--- src/rtl/wind_polar_cordic_if.sv ---
// Handshake/data bundle between the wind speed source and the polar converter.
// master drives speed samples; slave returns magnitude/direction and status.
interface wind_polar_cordic_if;
  logic               speeden;
  logic signed [15:0] speedX;
  logic signed [15:0] speedY;
  logic        [15:0] windmag;
  logic        [15:0] winddir;
  logic               dirvalid;
  logic               busy;

  modport master (
    output speeden, speedX, speedY,
    input  windmag, winddir, dirvalid, busy
  );

  modport slave (
    input  speeden, speedX, speedY,
    output windmag, winddir, dirvalid, busy
  );
endinterface

--- src/rtl/wind_polar_cordic.sv ---
// Iterative vectoring CORDIC: speedX/speedY -> windmag/winddir, one micro-rotation per clock.
// Optional WINDDIR_DEGREES_EN: winddir reported in 0.01 degree units with one extra cycle.
module wind_polar_cordic #(
  parameter int NITER = 14,
  parameter int IW    = 22
) (
  input  logic               clock,
  input  logic               reset,
  wind_polar_cordic_if.slave bus
);

`ifdef WINDDIR_DEGREES_EN
  typedef enum logic [2:0] {IDLE, ROTATE, SCALE, DEGREE, DONE} state_t;
`else
  typedef enum logic [1:0] {IDLE, ROTATE, SCALE, DONE} state_t;
`endif

  localparam logic [15:0] ATAN [0:13] = '{
    16'd8192, 16'd4836, 16'd2555, 16'd1297, 16'd651, 16'd326, 16'd163,
    16'd81,   16'd41,   16'd20,   16'd10,   16'd5,   16'd3,   16'd1
  };

  state_t state_reg, state_next;

  logic signed [IW-1:0] x_reg, y_reg;
  logic        [15:0]   z_reg;
  logic        [3:0]    iter_reg;
  logic                 zero_reg;
  logic        [15:0]   windmag_reg, winddir_reg;
  logic                 dirvalid_reg;

  logic signed [IW-1:0] x_ext, y_ext, x_sh, y_sh;
  logic        [15:0]   atan_i;
  logic        [IW-1:0] x_pos;
  logic        [IW+15:0] prod, mag_wide;
  logic        [15:0]   mag_sat;
  logic        [15:0]   bam;

  // Guard bits are appended after sign extension, so negating -32768 stays in range.
  assign x_ext  = {{(IW-18){bus.speedX[15]}}, bus.speedX, 2'b00};
  assign y_ext  = {{(IW-18){bus.speedY[15]}}, bus.speedY, 2'b00};
  assign x_sh   = x_reg >>> iter_reg;
  assign y_sh   = y_reg >>> iter_reg;
  assign atan_i = ATAN[iter_reg];

  // Gain compensation 0.607253 in Q15, drops the 2 guard bits, rounds half up.
  assign x_pos    = x_reg[IW-1] ? '0 : x_reg;
  assign prod     = (IW+16)'(x_pos) * (IW+16)'(19898) + (IW+16)'(65536);
  assign mag_wide = prod >> 17;
  assign mag_sat  = (|mag_wide[IW+15:16]) ? 16'hFFFF : mag_wide[15:0];
  assign bam      = zero_reg ? 16'h0000 : z_reg;

`ifdef WINDDIR_DEGREES_EN
  logic [15:0] mag_hold_reg, bam_hold_reg, deg;
  logic [32:0] deg_prod, deg_shift;

  assign deg_prod  = {17'd0, bam_hold_reg} * 33'd36000 + 33'd32768;
  assign deg_shift = deg_prod >> 16;
  assign deg       = (deg_shift >= 33'd36000) ? 16'd0 : deg_shift[15:0];
`endif

  always_ff @(posedge clock or posedge reset) begin
    if (reset) state_reg <= IDLE;
    else       state_reg <= state_next;
  end

  always_comb begin
    state_next = state_reg;
    case (state_reg)
      IDLE:   if (bus.speeden) state_next = ROTATE;
      ROTATE: if (iter_reg == 4'(NITER-1)) state_next = SCALE;
`ifdef WINDDIR_DEGREES_EN
      SCALE:  state_next = DEGREE;
      DEGREE: state_next = DONE;
`else
      SCALE:  state_next = DONE;
`endif
      DONE:   state_next = IDLE;
      default: state_next = IDLE;
    endcase
  end

  always_ff @(posedge clock or posedge reset) begin
    if (reset) begin
      x_reg        <= '0;
      y_reg        <= '0;
      z_reg        <= '0;
      iter_reg     <= '0;
      zero_reg     <= 1'b0;
      windmag_reg  <= '0;
      winddir_reg  <= '0;
      dirvalid_reg <= 1'b0;
`ifdef WINDDIR_DEGREES_EN
      mag_hold_reg <= '0;
      bam_hold_reg <= '0;
`endif
    end else begin
      dirvalid_reg <= 1'b0;
      case (state_reg)
        IDLE: begin
          if (bus.speeden) begin
            x_reg    <= bus.speedX[15] ? -x_ext : x_ext;
            y_reg    <= bus.speedX[15] ? -y_ext : y_ext;
            z_reg    <= bus.speedX[15] ? 16'h8000 : 16'h0000;
            iter_reg <= '0;
            zero_reg <= (bus.speedX == 16'sd0) && (bus.speedY == 16'sd0);
          end
        end
        ROTATE: begin
          if (!y_reg[IW-1]) begin
            x_reg <= x_reg + y_sh;
            y_reg <= y_reg - x_sh;
            z_reg <= z_reg + atan_i;
          end else begin
            x_reg <= x_reg - y_sh;
            y_reg <= y_reg + x_sh;
            z_reg <= z_reg - atan_i;
          end
          iter_reg <= iter_reg + 4'd1;
        end
`ifdef WINDDIR_DEGREES_EN
        SCALE: begin
          mag_hold_reg <= mag_sat;
          bam_hold_reg <= bam;
        end
        DEGREE: begin
          windmag_reg  <= mag_hold_reg;
          winddir_reg  <= deg;
          dirvalid_reg <= 1'b1;
        end
`else
        SCALE: begin
          windmag_reg  <= mag_sat;
          winddir_reg  <= bam;
          dirvalid_reg <= 1'b1;
        end
`endif
        default: ;
      endcase
    end
  end

  assign bus.windmag  = windmag_reg;
  assign bus.winddir  = winddir_reg;
  assign bus.dirvalid = dirvalid_reg;
  assign bus.busy     = (state_reg != IDLE);

endmodule

--- src/flat_wrapper.sv ---
// flat-port wrapper written by rule: the top's interface ports become plain ports
module wind_polar_cordic_flat 
#(
  parameter int NITER = 14,
  parameter int IW    = 22
)
  (clock, reset, bus_speeden, bus_speedX, bus_speedY, bus_windmag, bus_winddir, bus_dirvalid, bus_busy);
  wind_polar_cordic_if bus_i ();
  input  logic clock;
  input  logic reset;
  input wire logic [$bits(bus_i.speeden)-1:0] bus_speeden;
  input wire logic [$bits(bus_i.speedX)-1:0] bus_speedX;
  input wire logic [$bits(bus_i.speedY)-1:0] bus_speedY;
  output wire logic [$bits(bus_i.windmag)-1:0] bus_windmag;
  output wire logic [$bits(bus_i.winddir)-1:0] bus_winddir;
  output wire logic [$bits(bus_i.dirvalid)-1:0] bus_dirvalid;
  output wire logic [$bits(bus_i.busy)-1:0] bus_busy;
  assign bus_i.speeden = bus_speeden;
  assign bus_i.speedX = bus_speedX;
  assign bus_i.speedY = bus_speedY;
  assign bus_windmag = bus_i.windmag;
  assign bus_winddir = bus_i.winddir;
  assign bus_dirvalid = bus_i.dirvalid;
  assign bus_busy = bus_i.busy;
  wind_polar_cordic #(.NITER(NITER), .IW(IW)) u_core (.clock(clock), .reset(reset), .bus(bus_i));
endmodule
--- config.mk ---
export PLATFORM = sky130hd
export DESIGN_NAME = wind_polar_cordic_flat
export DESIGN_NICKNAME = d
export VERILOG_FILES = /design/src/rtl/wind_polar_cordic_if.sv /design/src/rtl/wind_polar_cordic.sv /design/src/flat_wrapper.sv
export SDC_FILE = /design/constraint.sdc
export NUM_CORES = 1
export LEC_CHECK = 0
export CORE_AREA = 2 2 182 184
export CTS_BUF_LIST = sky130_fd_sc_hd__clkbuf_8
export CTS_CLUSTER_SIZE = 16
export DETAILED_ROUTE_END_ITERATION = 8
export DIE_AREA = 0 0 184 186
export PLACE_DENSITY = 0.78
export REMOVE_ABC_BUFFERS = 1
export SETUP_SLACK_MARGIN = 0.02
export SYNTH_ARGS = -nofsm -noshare
export SYNTH_HDL_FRONTEND = slang
export SYNTH_SLANG_ARGS = --single-unit
export TNS_END_PERCENT = 100
--- constraint.sdc ---
create_clock -name clock -period 19.2 [get_ports clock]
set_input_delay 2.88 -clock clock [delete_from_list [all_inputs] [get_ports clock]]
set_output_delay 2.88 -clock clock [all_outputs]
set_load 0.03 [all_outputs]
# --- Word-level counts from Yosys, hierarchy flattened ---
# Memory sizes are Yosys's and may differ from the RTL's.
# Cells that the tools add are included.
totals:
  n_memories: 1
  input_bits: 35
  mem_bits_ro: 256
  output_inout_bits: 34
  wordCells: 64
  register_bits: 100
op_classes:
  magnitude_cmp: 1
  reduce_logical: 10
  n_eq_ne: 6
  add_sub_neg: 10
  muxes: 23
  n_shift: 2
  bitwise: 1
  n_mul: 1
mem_list:
  columns: ["memory", "depth", "width", "rd", "rd_clocked_by_memory_dff", "write_ports", "line", "source"]
  rows:
  - ["(no name shown)", 16, 16, 1, 0, 0, "wind_polar_cordic.sv:44", "assign atan_i = ATAN[iter_reg];"]
op_table:
  columns: ["op", "n"]
  rows:
  - ["$mux W22", 6]
  - ["$mux W16", 7]
  - ["$pmux W22 S2", 2]
  - ["$add A22 B22 Y22", 2]
  - ["$neg A18 Y22", 2]
  - ["$sshr A22 B4 Y22", 2]
  - ["$sub A22 B22 Y22", 2]
  - ["$add A37 B17 Y38 const B", 1]
  - ["$mul A22 B14 Y36 const B", 1]
  - ["$logic_not A16 Y1", 2]
  - ["$pmux W16 S2", 1]
  - ["$mux W21", 1]
  - ["$add A16 B16 Y16", 1]
  - ["$sub A16 B16 Y16", 1]
  - ["$pmux W2 S4", 1]
  - ["$pmux W4 S2", 1]
  - ["$reduce_and A2 Y1", 3]
  - ["$ge A5 B5 Y1 const B", 1]
  - ["$not A4 Y5", 1]
  - ["$reduce_or A5 Y1", 1]
  - ["$add A4 B1 Y4 const B", 1]
  - ["$eq A2 B2 Y1 const B", 2]
  - ["$eq A4 B4 Y1 const B", 1]
  - ["$mux W2", 2]
  - ["8 further kinds", 9]

# --- Longest topological paths before layout ---
logic_depth:
  depth_word: 7
  depth_mapped: 35
  ltp_nobuf: 29

# --- Worst setup path after synthesis ---
# OpenSTA, ideal clock, no wires.
synth_path:
  kind: "register to register"
  startpoint: "register u_core.x_reg[21]"
  endpoint: "register u_core.windmag_reg[12] (netlist: u_core.bus.windmag[12])"
  stages_incl_launch_ff: 35
  synth_period_minus_slack_ns: 7.947
  arrival_ns: 7.825
  setup_ns: 0.122
  setup_slack_ns: 11.253
  path_buffers: 6
  t_required_ns: 19.078
  path_cell_list: "dfrtp_1 > buf_2 > clkbuf_1 > buf_1 > clkbuf_1 > clkbuf_1 > nor2_1 > ha_1 > xnor2_1 > nor2_1 > a31oi_1 > fa_1 > inv_1 > fa_1 > fa_1 > inv_1 > fa_1 > inv_1 > ha_1 > a21o_1 > a2111oi_1 > or4_1 > o2111ai_1 > a211oi_2 > ha_1 > nand2_1 > a211oi_1 > nand3_1 > and4bb_4 > nand4_4 > a2111oi_2 > nand4b_1 > a221oi_2 > buf_6 > a21oi_2"
synth_via:
  elab_chain_cells: 5
synth_lines:
  columns: ["element", "line", "source"]
  rows:
  - ["start, declared", "wind_polar_cordic.sv:25", "logic signed [IW-1:0] x_reg, y_reg;"]
  - ["start signal, assigned", "wind_polar_cordic.sv:102", "x_reg <= bus.speedX[15] ? -x_ext : x_ext;"]
  - ["start signal, assigned", "wind_polar_cordic.sv:111", "x_reg <= x_reg + y_sh;"]
  - ["start signal, assigned", "wind_polar_cordic.sv:115", "x_reg <= x_reg - y_sh;"]
  - ["$mux W21 (*)", "wind_polar_cordic.sv:47", "assign x_pos = x_reg[IW-1] ? '0 : x_reg;"]
  - ["$mul A22 B14 Y36 (*)", "wind_polar_cordic.sv:48", "assign prod = (IW+16)'(x_pos) * (IW+16)'(19898) + (IW+16)'(65536);"]
  - ["$add A37 B17 Y38 (*)", "wind_polar_cordic.sv:48", null]
  - ["$reduce_or A5 Y1", "wind_polar_cordic.sv:50", "assign mag_sat = (|mag_wide[IW+15:16]) ? 16'hFFFF : mag_wide[15:0];"]
  - ["$mux W16 (*)", "wind_polar_cordic.sv:50", null]
  - ["end signal, assigned", "wind_polar_cordic.sv:133", "windmag_reg <= mag_sat;"]
  - ["end, declared", "wind_polar_cordic.sv:29", "logic [15:0] windmag_reg, winddir_reg;"]
# Mark *: on every way between the ends. The rest lies on a longest branch, timed or not.
# A chain may end at the register's enable or synchronous reset.

# --- Worst setup path in the final report ---
layout_path:
  startpoint: "register u_core.x_reg[21]"
  endpoint: "register u_core.windmag_reg[3] (netlist: u_core.bus.windmag[3])"
# Same word-level chain as after synthesis.

==> impl_metrics.ini <==
[drt]
dr.pass1.iters = 6
drc_errors = 0
first_iter_violations = 1459
vias = 15300
via_per_inst = 6.09
wl_per_cell_um = 18.2
drt_wl_total_um = 45600
ant_nets = 0

[placed_design]
globalplace.congestion = 0.971
hpwl_um = 36100
portBuffers = 68
dpl_cell_area_mm2 = 0.0184

[sta]
post-route-min-period_ns = 8.96
setup_viol = 0
final-hold-violation-count = 0
rsz0062_at_grt = false
report.final.slew_viol_count = 0
relSlewSlack_pct = 14.0
worstMarginPinSlew_ns = 1.29
tns_ns = 0
max_freq_mhz = 112
skew_ns = 0.0196
period_share_pct = 46.7

[global_route]
grt_pass1_wl_um = 74900
grt_util_all_layers_pct = 27.3
grt_pass1_vias = 14600
antenna_found_initial = 0
grt_overflow = 0
grt_max_degree = 69

[die]
core.rowCount = 66
start_util_pct = 54.4
die_y_um = 186
die_w_um = 184
dieArea_mm2 = 0.0342
ios = 69
core-area_mm2 = 0.0322

[layout]
multi_input_area_mm2 = 0.0137
drive_above_1_share_pct = 7.48
regArea_mm2 = 0.00251
utilization_pct = 57.9
syn2layout_area_growth_pct = 6.54
final_area_mm2 = 0.0187
diodes = 0
layout.nets = 2433
final.fill_count = 2912

[yosys]
synth_edf_count = 0
synth.distinct_cells = 102
synthCells = 2092
yosysWarnings = 0
synthArstFlopShare_pct = 100
synthesis.area_mm2 = 0.0175
ys_dominant_reg_cell = dfrtp_1
synth-seq-area-share_pct = 14.3
syn_area_per_cell_um2 = 8.37
ys_ff_latch = 100

[cts]
cts_root_buffer = clkbuf_8
cts-htree-levels = 3
cts_buffer_depth = 2
cts_setup_buffers = 0
clk-insertion-delay-late_ns = 0.43
cts_resized = 0
ctsHoldBuffers = 0
cts_tree = yes
clkTransAtPathRegs_ns = 0.13
cts.sinks = 100
cts_buffers = 9

[worst_setup_path]
startpoint_type = flip-flop
crit_path_end_kind = flip-flop
worstPathArrival_ns = 9.21
cp.required_ns = 19.44
path_class = reg -> reg
path_max_fanout = 43

[outcome]
outcome = finished, final reports clean

[run]
maxCapViolCount = 0

[hold_path]
hp-class = reg -> reg
-- worst paths after layout --
path / start / end / slack [ns] / cells after the start
max: u_core.x_reg[21]$_DFFE_PP0P_ / u_core.bus.windmag[3]$_DFFE_PP0P_ / 10.24 / 27
min: u_core.bus.windmag[15]$_DFFE_PP0P_ / u_core.bus.windmag[15]$_DFFE_PP0P_ / 0.51 / 1
max reg2reg: u_core.x_reg[21]$_DFFE_PP0P_ / u_core.bus.windmag[3]$_DFFE_PP0P_ / 10.24 / 27
min reg2reg: u_core.bus.windmag[15]$_DFFE_PP0P_ / u_core.bus.windmag[15]$_DFFE_PP0P_ / 0.51 / 1
max in group asynchronous: reset / u_core.iter_reg[0]$_DFFE_PP0P_ / 15.03 / 3
min in group asynchronous: reset / u_core.bus.dirvalid$_DFF_PP0_ / 2.92 / 2
-- synth_stat cells, types with 29 or more instances --
cell type | n | share of area, %
xnor2_1 | 88 | 4.4
fa_1 | 105 | 12
nand2_1 | 179 | 3.8
inv_1 | 249 | 5.3
nor2_1 | 187 | 4.0
ha_1 | 200 | 14
nor2b_1 | 30 | 1.1
nor3_1 | 37 | 1.1
a21oi_1 | 143 | 4.1
nand2b_1 | 30 | 1.1
mux2i_1 | 29 | 1.7
xor2_1 | 81 | 4.1
clkbuf_1 | 60 | 1.3
mux4_2 | 47 | 6.0
dfrtp_1 | 100 | 14
o21ai_0 | 114 | 3.3
-- placed cells by master (no fill, tap or decap), types with 29 or more instances in the layout --
master / synthesis / routed
mux2i_1: 29 / 29
ha_1: 200 / 199
inv_1: 249 / 248
o21ai_0: 114 / 114
nor2_1: 187 / 187
nor2b_1: 30 / 30
fa_1: 105 / 105
a21oi_1: 143 / 143
clkdlybuf4s50_1: 0 / 68
nand2_1: 179 / 179
xor2_1: 81 / 81
mux4_2: 47 / 47
nand2b_1: 30 / 30
dfrtp_1: 100 / 97
xnor2_1: 88 / 88
nor3_1: 37 / 37
-- worst max-delay path: stages (launching register included) --
cell and delay [ns]:
dfrtp_1 0.51, buf_4 0.31, nor2b_1 0.34, nand2_1 0.21
maj3_1 0.43, fa_1 0.54, inv_1 0.06, fa_1 0.47
fa_1 0.55, inv_1 0.06, fa_1 0.51, inv_1 0.05
ha_1 0.36, a21o_1 0.21, a2111oi_1 0.49, or4_1 0.20
o2111ai_1 0.13, a211oi_2 0.27, ha_1 0.30, nand2_1 0.07
a211oi_1 0.24, nand3_1 0.17, and4bb_4 0.42, nand4_4 0.16
a2111oi_2 0.28, nand4b_1 0.20, a221oi_2 1.03, a31oi_1 0.20
-- kinds of logic (layout without fill, tap and decap cells) --
family	after synthesis	count (layout)	synth area share, %
and+or+nand+nor	603	603	16.8
muxes	90	90	8.61
adders and majority gates	309	309	26.5
buffers and inverters	345	351	7.76
DFF	100	100	14.3
xor gates and xnor gates	170	170	8.55
AOI/OAI and AO/OA	475	475	17.5
-- per-layer routing --
| layer | vias to the layer above | wire length, um | share of wire, % | global-route usage (%) |
|---|---|---|---|---|
| li1 | 7221 | - | - | - |
| met1 | 7440 | 20600 | 45 | 38.8 |
| met2 | 528 | 21000 | 46 | 44.3 |
| met3 | 67 | 3040 | 6.7 | 3.54 |
| met4 | 0 | 911 | 2.0 | 6.72 |
| met5 | - | 0 | 0 | 0 |
-- metrics by stage --
| stage | cells | worst slack, ns | hold slack (ns) |
|---|---|---|---|
| floorplan | 1998 | 11.15 | 0.477 |
| global placement | 2490 | 10.65 | 0.484 |
| detailed placement | 2490 | 10.37 | 0.490 |
| CTS | 2506 | 10.32 | 0.517 |
| global route | 2506 | 9.65 | 0.541 |
| finish | 2506 | 10.24 | 0.513 |
-- cell type report --
class	count	share of cell area, %
tap	408	2.74
sequential	100	13.4
clock inverter	7	0.550
timing repair buffer	84	4.29
clock buffer	9	0.664
inverter	251	5.07
multi-input combinational	1647	73.3
Power is left out: the tool's default activity adds up to more than one toggle a clock period on the data nets, which glitch-free logic cannot reach.
